File: src/rtl/adc_lvds_tx_frame_gen_if.sv
// Input word stream into the LVDS frame transmitter: one word per lane,
// packed with lane i at [i*WORD_W +: WORD_W], moved on s_valid & s_ready.
interface adc_lvds_tx_frame_gen_if #(
    parameter int WORD_W = 16,
    parameter int LANES  = 2
);
    logic                      s_valid;
    logic                      s_ready;
    logic [LANES*WORD_W-1:0]   s_data;

    modport master (
        output s_valid,
        output s_data,
        input  s_ready
    );

    modport slave (
        input  s_valid,
        input  s_data,
        output s_ready
    );
endinterface

File: src/rtl/adc_lvds_tx_frame_gen.sv
// ADC LVDS frame transmitter: takes parallel words from a one-entry holding
// buffer and serializes them MSB-first on LANES data lines while generating
// the FCO frame clock. Frames can be slipped (one bit short) or stretched
// (one bit long) on request, and a fixed test pattern can replace the data.
// FCO_HIGH must lie in 1..WORD_W-2 so FCO toggles even in a slipped frame.
module adc_lvds_tx_frame_gen #(
    parameter int                WORD_W    = 16,
    parameter int                LANES     = 2,
    parameter int                FCO_HIGH  = 8,
    parameter logic [WORD_W-1:0] IDLE_WORD = '0,
    parameter int                ERR_W     = 16
) (
    input  logic                  dco_clk,
    input  logic                  rst_n,
    input  logic                  enable,
    adc_lvds_tx_frame_gen_if.slave s_if,
    input  logic                  test_pattern_en,
    input  logic [WORD_W-1:0]     test_pattern,
    input  logic                  slip_req,
    input  logic                  stretch_req,
    output logic                  fco_out,
    output logic [LANES-1:0]      dout,
    output logic                  bit_valid,
    output logic                  frame_start,
    output logic                  underrun_pulse,
    output logic [ERR_W-1:0]      underrun_count
);

    localparam int CNT_W = $clog2(WORD_W + 2);
    localparam logic [CNT_W-1:0] LEN_NOM     = CNT_W'(WORD_W);
    localparam logic [CNT_W-1:0] LEN_SLIP    = CNT_W'(WORD_W - 1);
    localparam logic [CNT_W-1:0] LEN_STRETCH = CNT_W'(WORD_W + 1);
    localparam logic [CNT_W-1:0] FCO_HIGH_C  = CNT_W'(FCO_HIGH);

    typedef enum logic {
        ST_IDLE,
        ST_RUN
    } state_t;

    typedef logic [LANES-1:0][WORD_W-1:0] lane_words_t;

    state_t                 state_q, state_d;
    logic [CNT_W-1:0]       bit_cnt_q, bit_cnt_d;
    logic [CNT_W-1:0]       len_q, len_d;
    lane_words_t            shift_q, shift_d;
    lane_words_t            hold_q, hold_d;
    logic                   hold_full_q, hold_full_d;
    logic                   slip_pend_q, slip_pend_d;
    logic                   stretch_pend_q, stretch_pend_d;
    logic                   ready_en_q;
    logic                   fco_q, fco_d;
    logic [LANES-1:0]       dout_q, dout_d;
    logic                   bit_valid_q, bit_valid_d;
    logic                   frame_start_q, frame_start_d;
    logic                   underrun_pulse_q, underrun_pulse_d;
    logic [ERR_W-1:0]       underrun_cnt_q, underrun_cnt_d;

    lane_words_t            frame_word;
    logic [CNT_W-1:0]       bit_cnt_inc;
    logic                   last_bit;
    logic                   start_frame;
    logic                   accept;

    assign bit_cnt_inc = bit_cnt_q + CNT_W'(1);
    assign last_bit    = (bit_cnt_q == (len_q - CNT_W'(1)));
    // A new frame begins on the edge that leaves the last bit (or IDLE) with
    // enable high; that same edge frees the holding buffer for the next word.
    assign start_frame = enable && ((state_q == ST_IDLE) || last_bit);
    assign s_if.s_ready = ready_en_q && (!hold_full_q || start_frame);
    assign accept      = s_if.s_valid && s_if.s_ready;

    assign fco_out        = fco_q;
    assign dout           = dout_q;
    assign bit_valid      = bit_valid_q;
    assign frame_start    = frame_start_q;
    assign underrun_pulse = underrun_pulse_q;
    assign underrun_count = underrun_cnt_q;

    // Sequencing, framing, buffer handoff and the registered values of every output bit.
    always_comb begin
        state_d          = state_q;
        bit_cnt_d        = bit_cnt_q;
        len_d            = len_q;
        shift_d          = shift_q;
        hold_d           = hold_q;
        hold_full_d      = hold_full_q;
        slip_pend_d      = slip_pend_q | slip_req;
        stretch_pend_d   = stretch_pend_q | stretch_req;
        underrun_cnt_d   = underrun_cnt_q;
        fco_d            = 1'b0;
        dout_d           = '0;
        bit_valid_d      = 1'b0;
        frame_start_d    = 1'b0;
        underrun_pulse_d = 1'b0;
        frame_word       = '0;

        if (accept) begin
            hold_d      = lane_words_t'(s_if.s_data);
            hold_full_d = 1'b1;
        end

        if (start_frame) begin
            state_d        = ST_RUN;
            bit_cnt_d      = '0;
            slip_pend_d    = slip_req;
            stretch_pend_d = stretch_req;
            if (slip_pend_q && !stretch_pend_q) begin
                len_d = LEN_SLIP;
            end else if (stretch_pend_q && !slip_pend_q) begin
                len_d = LEN_STRETCH;
            end else begin
                len_d = LEN_NOM;
            end

            hold_full_d = accept;
            if (test_pattern_en) begin
                frame_word = {LANES{test_pattern}};
            end else if (hold_full_q) begin
                frame_word = hold_q;
            end else begin
                frame_word       = {LANES{IDLE_WORD}};
                underrun_pulse_d = 1'b1;
                if (!(&underrun_cnt_q)) begin
                    underrun_cnt_d = underrun_cnt_q + ERR_W'(1);
                end
            end

            for (int i = 0; i < LANES; i++) begin
                dout_d[i]  = frame_word[i][WORD_W-1];
                shift_d[i] = {frame_word[i][WORD_W-2:0], 1'b0};
            end
            fco_d         = 1'b1;
            bit_valid_d   = 1'b1;
            frame_start_d = 1'b1;
        end else if (state_q == ST_RUN) begin
            if (last_bit) begin
                state_d   = ST_IDLE;
                bit_cnt_d = '0;
            end else begin
                bit_cnt_d = bit_cnt_inc;
                for (int i = 0; i < LANES; i++) begin
                    dout_d[i]  = shift_q[i][WORD_W-1];
                    shift_d[i] = {shift_q[i][WORD_W-2:0], 1'b0};
                end
                fco_d       = (bit_cnt_inc < FCO_HIGH_C);
                bit_valid_d = 1'b1;
            end
        end
    end

    // State and output registers; reset aborts any frame in progress at once.
    always_ff @(posedge dco_clk or negedge rst_n) begin
        if (!rst_n) begin
            state_q          <= ST_IDLE;
            bit_cnt_q        <= '0;
            len_q            <= '0;
            shift_q          <= '0;
            hold_q           <= '0;
            hold_full_q      <= 1'b0;
            slip_pend_q      <= 1'b0;
            stretch_pend_q   <= 1'b0;
            ready_en_q       <= 1'b0;
            fco_q            <= 1'b0;
            dout_q           <= '0;
            bit_valid_q      <= 1'b0;
            frame_start_q    <= 1'b0;
            underrun_pulse_q <= 1'b0;
            underrun_cnt_q   <= '0;
        end else begin
            state_q          <= state_d;
            bit_cnt_q        <= bit_cnt_d;
            len_q            <= len_d;
            shift_q          <= shift_d;
            hold_q           <= hold_d;
            hold_full_q      <= hold_full_d;
            slip_pend_q      <= slip_pend_d;
            stretch_pend_q   <= stretch_pend_d;
            ready_en_q       <= 1'b1;
            fco_q            <= fco_d;
            dout_q           <= dout_d;
            bit_valid_q      <= bit_valid_d;
            frame_start_q    <= frame_start_d;
            underrun_pulse_q <= underrun_pulse_d;
            underrun_cnt_q   <= underrun_cnt_d;
        end
    end

endmodule

File: src/flat_wrapper.sv
// flat-port wrapper written by rule: the top's interface ports become plain ports
module adc_lvds_tx_frame_gen_flat 
#(
    parameter int                WORD_W    = 16,
    parameter int                LANES     = 2,
    parameter int                FCO_HIGH  = 8,
    parameter logic [WORD_W-1:0] IDLE_WORD = '0,
    parameter int                ERR_W     = 16
)
  (dco_clk, rst_n, enable, test_pattern_en, test_pattern, slip_req, stretch_req, fco_out, dout, bit_valid, frame_start, underrun_pulse, underrun_count, s_if_s_valid, s_if_s_data, s_if_s_ready);
  adc_lvds_tx_frame_gen_if #(.WORD_W(WORD_W), .LANES(LANES)) s_if_i ();
  input  logic dco_clk;
  input  logic rst_n;
  input  logic enable;
  input  logic test_pattern_en;
  input  logic [WORD_W-1:0] test_pattern;
  input  logic slip_req;
  input  logic stretch_req;
  output logic fco_out;
  output logic [LANES-1:0] dout;
  output logic bit_valid;
  output logic frame_start;
  output logic underrun_pulse;
  output logic [ERR_W-1:0] underrun_count;
  input wire logic [$bits(s_if_i.s_valid)-1:0] s_if_s_valid;
  input wire logic [$bits(s_if_i.s_data)-1:0] s_if_s_data;
  output wire logic [$bits(s_if_i.s_ready)-1:0] s_if_s_ready;
  assign s_if_i.s_valid = s_if_s_valid;
  assign s_if_i.s_data = s_if_s_data;
  assign s_if_s_ready = s_if_i.s_ready;
  adc_lvds_tx_frame_gen #(.WORD_W(WORD_W), .LANES(LANES), .FCO_HIGH(FCO_HIGH), .IDLE_WORD(IDLE_WORD), .ERR_W(ERR_W)) u_core (.dco_clk(dco_clk), .rst_n(rst_n), .enable(enable), .s_if(s_if_i), .test_pattern_en(test_pattern_en), .test_pattern(test_pattern), .slip_req(slip_req), .stretch_req(stretch_req), .fco_out(fco_out), .dout(dout), .bit_valid(bit_valid), .frame_start(frame_start), .underrun_pulse(underrun_pulse), .underrun_count(underrun_count));
endmodule
File: config.mk
export PLATFORM = sky130hd
export DESIGN_NAME = adc_lvds_tx_frame_gen_flat
export DESIGN_NICKNAME = d
export VERILOG_FILES = /design/src/rtl/adc_lvds_tx_frame_gen_if.sv /design/src/rtl/adc_lvds_tx_frame_gen.sv /design/src/flat_wrapper.sv
export SDC_FILE = /design/constraint.sdc
export NUM_CORES = 1
export LEC_CHECK = 0
export BUFFER_PORTS_ARGS = -buffer_cell sky130_fd_sc_hd__buf_2
export CORE_UTILIZATION = 60
export CTS_BUF_LIST = sky130_fd_sc_hd__clkbuf_4
export CTS_CLUSTER_DIAMETER = 50
export CTS_CLUSTER_SIZE = 30
export DETAILED_ROUTE_END_ITERATION = 6
export PLACE_DENSITY_LB_ADDON = 0.08
export SETUP_SLACK_MARGIN = 0.05
export SLEW_MARGIN = 30
export SYNTH_ARGS = -nofsm -noshare
export SYNTH_HDL_FRONTEND = slang
export SYNTH_SLANG_ARGS = --single-unit
export TNS_END_PERCENT = 5
File: constraint.sdc
create_clock -name dco_clk -period 4.6 [get_ports dco_clk]
set_input_delay 0.69 -clock dco_clk [delete_from_list [all_inputs] [get_ports dco_clk]]
set_output_delay 0.69 -clock dco_clk [all_outputs]
set_load 0.005 [all_outputs]
==> results.py, run 1 <==
metrics = {
    "placement": {
        "hpwl_um": 6121,
        "place_congestion": 0.8219,
        "place_ws_ns": 1.789,
        "io_buffer_count": 77,
    },
    "die": {
        "die-area_um2": 8048,
        "rows": 31,
        "die_w_um": 89.71,
        "coreArea_um2": 7331,
        "io_pins": 78,
        "die_y_um": 89.71,
        "initial_utilization": 0.6296,
    },
    "synthesis": {
        "synth-seq-area-share": 0.5205,
        "synth_compound_area_frac": 0.1504,
        "ys.flop_type": "dfrtp_1",
        "synth_top_family_by_area": "compound AO/OA/AOI/OAI gates",
        "syn_nets": 489,
        "synth_edf_count": 0,
        "yosysTopAreaCellShare": 0.5205,
        "yosys.area_share.simple": 0.1323,
        "synth_area_leaders": "dfrtp_1 (52%), mux2_4 (9.8%), o21ai_0 (6.5%)",
        "netlist_area_um2": 4616,
        "synthMuxAreaShare": 0.1049,
        "syn-instance-count": 429,
        "synth_xor_area_frac": 0.04147,
        "async_reset_ff_frac": 1.000,
        "synth_fa_ha_area_frac": 0.01355,
        "synth_top_area_cell": "dfrtp_1",
        "syn_avg_cell_area_um2": 10.76,
        "ys_seq_elements": 96,
        "ys_warn_count": 0,
        "synth_cell_types": 46,
    },
    "status": {
        "outcome": "complete, no violations",
    },
    "critical_path": {
        "crit_type": "reg2out",
        "timing.critical_path.required_ns": 3.91,
        "startpoint": "u_core.len_q[0]",
        "worst_setup_path_end_kind": "output port",
        "reg2reg_from": "u_core.len_q[0]",
        "r2r_setup_slack_ns": 1.74,
        "crit_arrival_ns": 2.61,
        "path_max_fanout": 20,
        "cp-start-kind": "flip-flop",
    },
    "cts": {
        "htreeDepth": 3,
        "clk_pin_slew_ns": 0.14,
        "post_cts_buffers": 0,
        "clk_latency_ns": 0.44,
        "cts_resized": 0,
        "cts_hold_buffers": 0,
        "clockBufferDepth": 2,
        "cts_buffers": 9,
        "cts_root_buf": "clkbuf_4",
        "cts.sinks": 96,
        "cts_tree": "done",
    },
    "sta": {
        "period_needed_ns": 3.299,
        "setup_viol": 0,
        "holdWs_ns": 0.2448,
        "tns_ns": 0,
        "fmax_mhz": 303.1,
        "slew_violations": 0,
        "hold_viol_final": 0,
        "finalClockSkew_ns": 0.01684,
        "relSlewSlack": 0.5418,
        "tightestPinTransition_ns": 0.6859,
        "rsz0062_at_grt": "false",
        "post-route-period-util": 0.7173,
        "setup_ws_ns": 1.301,
    },
    "cells_and_area": {
        "fin_nets": 552,
        "drive_above_1_share": 0.2777,
        "post-route-util": 0.7061,
        "area.growth.synth_to_final_pct": 12.14,
        "insertedDiodeCount": 0,
    },
    "global_routing": {
        "grt_overflow_total": 0,
        "grt_max_degree": 72,
        "antenna_found_initial": 0,
        "grt_pass1_vias": 3192,
        "grt_usage": 0.2338,
        "grt_pass1_wl_um": 15190,
    },
    "drt": {
        "drc": 0,
        "wire_per_inst_um": 14.96,
        "drt-initial-drc-count": 169,
        "avgViaCountPerCell": 5.680,
        "ant_nets": 0,
        "vias": 3385,
        "drt_wl_total_um": 8919,
        "firstDrtPassIters": 5,
    },
    "power_and_ir_drop": {
        "total_power_uw": 2689,
        "p_leak_uw": 0.002566,
        "power_density_nw_per_um2": 519.6,
        "peakVddDrop_mv": 0.2748,
    },
    "hold_path": {
        "hp-class": "in2async",
    },
    "flow_run": {
        "maxCapViolCount": 0,
    },
}
## worst paths after layout
| kind | end | cells after the start |
|---|---|---|
| max | s_if_s_ready | 9 |
| min | u_core.underrun_count[8] | 1 |
| max reg2reg | u_core.hold_q[0] | 9 |
| min reg2reg | u_core.dout[1] | 2 |
| max in group asynchronous | u_core.hold_q[25] | 2 |
| min in group dco_clk | u_core.stretch_pend_q | 2 |
## synthesized netlist by cell type, drive strengths merged (5+ instances only)
cell / n
a21oi: 6
buf: 13
nand2: 72
xnor2: 13
dfrtp: 96
a22oi: 28
clkbuf: 17
and3: 5
mux2: 33
nor2: 10
o21ai: 60
ha: 5
nor3: 7
inv: 5
nand3: 12
xor2: 8
nand4: 9
## final cells by class
cell class | instances | area, µm²
clock buffer | 10 | 75.07
tap | 99 | 123.9
clock inverter | 6 | 60.06
fill | 570 | 2155
timing repair buffer | 82 | 432.9
multi-input combinational | 298 | 2063
inverter | 5 | 18.77
sequential | 96 | 2402
## flip-flops by register name (all words and copies together), names as in the netlist
name	count
u_core.hold_q	32
u_core.shift_q	30
u_core.underrun_count	16
u_core.bit_cnt_q	5
u_core.len_q	3
u_core.dout	2
u_core.bit_valid	1
u_core.fco_out	1
u_core.frame_start	1
u_core.hold_full_q	1
u_core.ready_en_q	1
u_core.slip_pend_q	1
u_core.stretch_pend_q	1
u_core.underrun_pulse	1
## worst max-delay path: stages (launching register included)
cell      delay (ns)
dfrtp_1         0.43
inv_1           0.07
ha_1            0.23
xnor2_2         0.15
xnor2_1         0.20
o31ai_4         0.30
buf_4           0.29
nand2_1         0.14
a21boi_0        0.23
buf_2           0.14
## cells in the final DEF, fill, tap and decap left out, types with 2 or more instances in the layout
cell,synthesis,layout
nand2_1,72,72
buf_2,4,76
nor3b_1,3,3
xnor2_1,12,12
nor2_1,10,10
xor2_1,8,8
mux2_4,30,30
clkbuf_4,0,10
nor3_2,2,2
a21oi_1,6,6
a22oi_1,28,28
nor3_1,5,5
nand3_1,12,12
inv_1,5,5
buf_4,2,5
a21o_1,2,2
mux2_2,2,2
clkinv_2,0,2
a22o_1,4,4
nand4_1,9,9
a21boi_0,2,2
and3_1,5,5
o21ai_0,60,60
ha_1,5,5
dfrtp_1,96,96
## per-stage QoR
step           std cells  instance area, µm²
6_report             596                5176
3_5_place_dp         580                5041
2_1_floorplan        429                4616
4_1_cts              596                5176
5_1_grt              596                5176
3_3_place_gp         579                5014
## power by group
group | total [µW] | switching, µW | internal, µW
Sequential | 1320 | 196 | 1120
Clock | 446 | 277 | 170
Combinational | 922 | 458 | 464
## metal layers
layer / GRT usage / wire length (µm) / up-vias
met3: 0.03384 / 331 / 11
met5: 0 / 0 / -
met1: 0.3511 / 4540 / 1631
met4: 0.09699 / 108 / 0
li1: - / - / 1639
met2: 0.3417 / 3938 / 104
## kinds of logic after synthesis
kind of cell,count (synthesis)
xor+xnor,21
other cells,1
fa+ha+maj,5
buf+inv,35
flops,96
compound gates,109
simple gates,129
mux,33
(Power assumes the default switching activity.)
==> run 2: changes to the inputs <==
- ABC_AREA: default -> 1
- CORE_UTILIZATION: 60 -> 53
- clock period: 4.6 -> 2.8 ns (I/O delays scaled with it)
==> results.py, run 2 <==
metrics = {
    "power_and_ir_drop": {
        "sw_frac_of_total": 0.3638,
        "power_density_nw_per_um2": 796.9,
        "p_seq_frac": 0.482,
        "p_comb_frac": 0.307,
        "p_switching_uw": 1589,
        "p_leak_uw": 0.002687,
        "internal-power_uw": 2779,
        "pwr-share-clk": 0.210,
        "peakVddDrop_mv": 0.3987,
    },
    "sta": {
        "slew_violations": 0,
        "post-route-period-util": 0.9278,
        "setup_ws_ns": 0.2022,
        "rsz0062_at_grt": "false",
        "relSlewSlack": 0.5303,
        "tns_ns": 0,
        "period_needed_ns": 2.598,
        "hold_viol_final": 0,
        "fmax_mhz": 384.9,
        "setup_viol": 0,
        "finalClockSkew_ns": 0.01410,
        "tightestPinTransition_ns": 0.7020,
    },
    "synthesis": {
        "ys_seq_elements": 96,
        "yosysTopAreaCellShare": 0.4957,
        "syn-instance-count": 556,
        "synth_most_common_cell": "nand2_1",
        "async_reset_ff_frac": 1.000,
        "syn_nets": 616,
        "synth_common_cells": "nand2_1 (152), dfrtp_1 (96), nand3_1 (60)",
        "synth_top_area_cell": "dfrtp_1",
        "synth_area_leaders": "dfrtp_1 (50%), nand2_1 (12%), nand4_1 (6.3%)",
        "syn_avg_cell_area_um2": 8.716,
        "netlist_area_um2": 4846,
        "synth_edf_count": 0,
        "ys.flop_type": "dfrtp_1",
        "ys_warn_count": 0,
        "synth-seq-area-share": 0.4957,
        "synth_cell_types": 34,
    },
    "cells_and_area": {
        "fillers": 794,
        "top_register": "u_core.hold_q",
        "largest_reg_flops": 32,
        "area.growth.synth_to_final_pct": 13.12,
        "drive_above_1_share": 0.1907,
        "final_cell_mix": "nand2_1 (152), dfrtp_1 (96), buf_2 (76), nand3_1 (60), nand4_1 (49)",
        "fin_nets": 679,
        "insertedDiodeCount": 0,
        "final_common_cell": "nand2_1",
    },
    "global_routing": {
        "grt_pass1_wl_um": 18830,
        "grt_usage": 0.2446,
        "grt_max_degree": 68,
        "grt_pass1_vias": 3909,
        "grt_overflow_total": 0,
        "antenna_found_initial": 0,
    },
    "die": {
        "die_y_um": 97.62,
        "coreArea_um2": 8806,
        "rows": 34,
        "io_pins": 78,
        "die-area_um2": 9530,
        "die_w_um": 97.62,
        "initial_utilization": 0.5503,
    },
    "drt": {
        "vias": 4169,
        "avgViaCountPerCell": 5.695,
        "drc": 12,
        "drt_wl_total_um": 11030,
        "firstDrtPassIters": 7,
        "ant_nets": 0,
        "drt-initial-drc-count": 268,
        "wire_per_inst_um": 15.07,
    },
    "critical_path": {
        "worst_setup_path_end_kind": "output port",
        "r2r_setup_slack_ns": 0.50,
        "path_max_fanout": 11,
        "cp_common_cell": "nand2_1",
        "slowest_delay_ns": 0.41,
        "slowest_stage": "dfrtp_1",
        "cp_top_family": "simple AND/OR/NAND/NOR gates",
        "path_cells": "inv_1 > ha_1 > inv_1 > nand2_1 > nand2_1 > nand2_1 > nor2_4 > nand2_4 > nand2_8 > nand2_4 > a21boi_2 > buf_2",
        "crit_arrival_ns": 2.18,
        "r2r_cells": 14,
        "crit_type": "reg2out",
        "cp-start-kind": "flip-flop",
        "reg2reg_from": "u_core.len_q[0]",
        "timing.critical_path.required_ns": 2.38,
        "cp_num_buf_inv": 3,
        "r2r-end": "u_core.hold_q[18]",
    },
    "cts": {
        "clk_latency_ns": 0.45,
        "htreeDepth": 3,
        "cts_buffers": 9,
        "clockBufferDepth": 2,
        "cts.sinks": 96,
        "clk_pin_slew_ns": 0.14,
        "cts_root_buf": "clkbuf_4",
        "cts_tree": "done",
    },
    "placement": {
        "place_congestion": 0.8614,
        "place_ws_ns": 0.3855,
        "io_buffer_count": 77,
        "hpwl_um": 7620,
    },
    "hold_path": {
        "hp-start": "slip_req",
        "hp-class": "in2reg",
        "hold_depth": 2,
        "hold_end": "u_core.slip_pend_q",
    },
    "flow_run": {
        "maxCapViolCount": 0,
    },
    "status": {
        "failed_checks": "design-rule violations",
        "outcome": "finished with violations",
    },
}
-- run 2: cell types whose count changed after synthesis, sizes merged, moves of 5 or more --
| cell | before | now |
|---|---|---|
| o211ai | 0 | 28 |
| mux2 | 33 | 0 |
| nor2 | 10 | 16 |
| o21ai | 60 | 16 |
| nand3 | 12 | 62 |
| inv | 5 | 32 |
| nand2 | 72 | 156 |
| clkbuf | 17 | 24 |
| xnor2 | 13 | 3 |
| nand4 | 9 | 50 |
| and3 | 5 | 0 |
-- run 2: power groups by stage --
stage,clock (µW),sequential (µW),combinational [µW]
finish,918,2110,1340
floorplan,0,2040,1010
CTS,932,2100,1340
global route,984,2160,1550
global placement,0,2120,1270
detailed placement,0,2130,1310
-- run 2: worst max-delay path by stage --
stage,slack (ns),cells past startpoint,startpoint,endpoint
6_report,0.20,12,u_core.len_q[0],s_if_s_ready
3_5_place_dp,0.39,14,u_core.len_q[0],u_core.hold_q[9]
5_1_grt,0.02,12,u_core.len_q[0],s_if_s_ready
4_1_cts,0.12,12,u_core.len_q[0],s_if_s_ready
3_3_place_gp,0.46,14,u_core.len_q[0],u_core.hold_q[22]
2_1_floorplan,0.87,11,u_core.len_q[0],s_if_s_ready
-- run 2: kinds of logic after synthesis --
family          count (synthesis)  synth area share
simple gates                  290            0.2869
xor+xnor                       15           0.02711
other cells                     1         0.0007739
buf+inv                        71           0.06636
compound gates                 78            0.1103
fa+ha+maj                       5           0.01291
flops                          96            0.4957
-- run 2: what timing repair did --
action,4_1_cts,5_1_grt
cloned,1,0
buffers inserted,1,1
hold endpoints to repair,29,0
pin swaps,1,1
gates resized for setup,1,2
endpoints found under the setup margin,1,1
hold buffers,1,0
-- run 2: area by class of cell --
type                    instances  area (µm²)  area share
multi-input cells             390        2140      0.3903
well taps                     108       135.1     0.02465
clock buffers                  10       75.07     0.01370
clock inverters                 6       107.6     0.01963
repair buffers                 89       493.0     0.08993
flip-flops and latches         96        2402      0.4383
inverters                      33       128.9     0.02351
-- run 2: through the flow --
| step | instance area (µm²) | instances | util | hold WS [ns] | total power [µW] |
|---|---|---|---|---|---|
| 2_1_floorplan | 4846 | 556 | - | 0.1244 | 3054 |
| 3_3_place_gp | 5259 | 712 | 0.5972 | 0.3706 | 3388 |
| 3_5_place_dp | 5259 | 712 | 0.5972 | 0.3740 | 3440 |
| 4_1_cts | 5465 | 731 | 0.6206 | 0.1617 | 4374 |
| 5_1_grt | 5482 | 732 | 0.6225 | 0.1499 | 4690 |
| 6_report | 5482 | 732 | 0.6225 | 0.1707 | 4368 |
-- run 2: worst reg2reg max path, delay by kind of cell, from the launching register on --
family | cells | cell delay, ns
adder cells (fa/ha/maj) | 1 | 0.32
buffers and inverters | 2 | 0.13
flip-flops | 1 | 0.41
AND/OR/NAND/NOR | 11 | 1.33
-- run 2: metal layers --
layer,vias to the layer above,global-route usage,share of wire
li1,2059,-,-
met1,2007,0.3657,0.50
met2,93,0.3710,0.45
met3,10,0.03597,0.041
met4,0,0.06643,0.010
met5,-,0,0
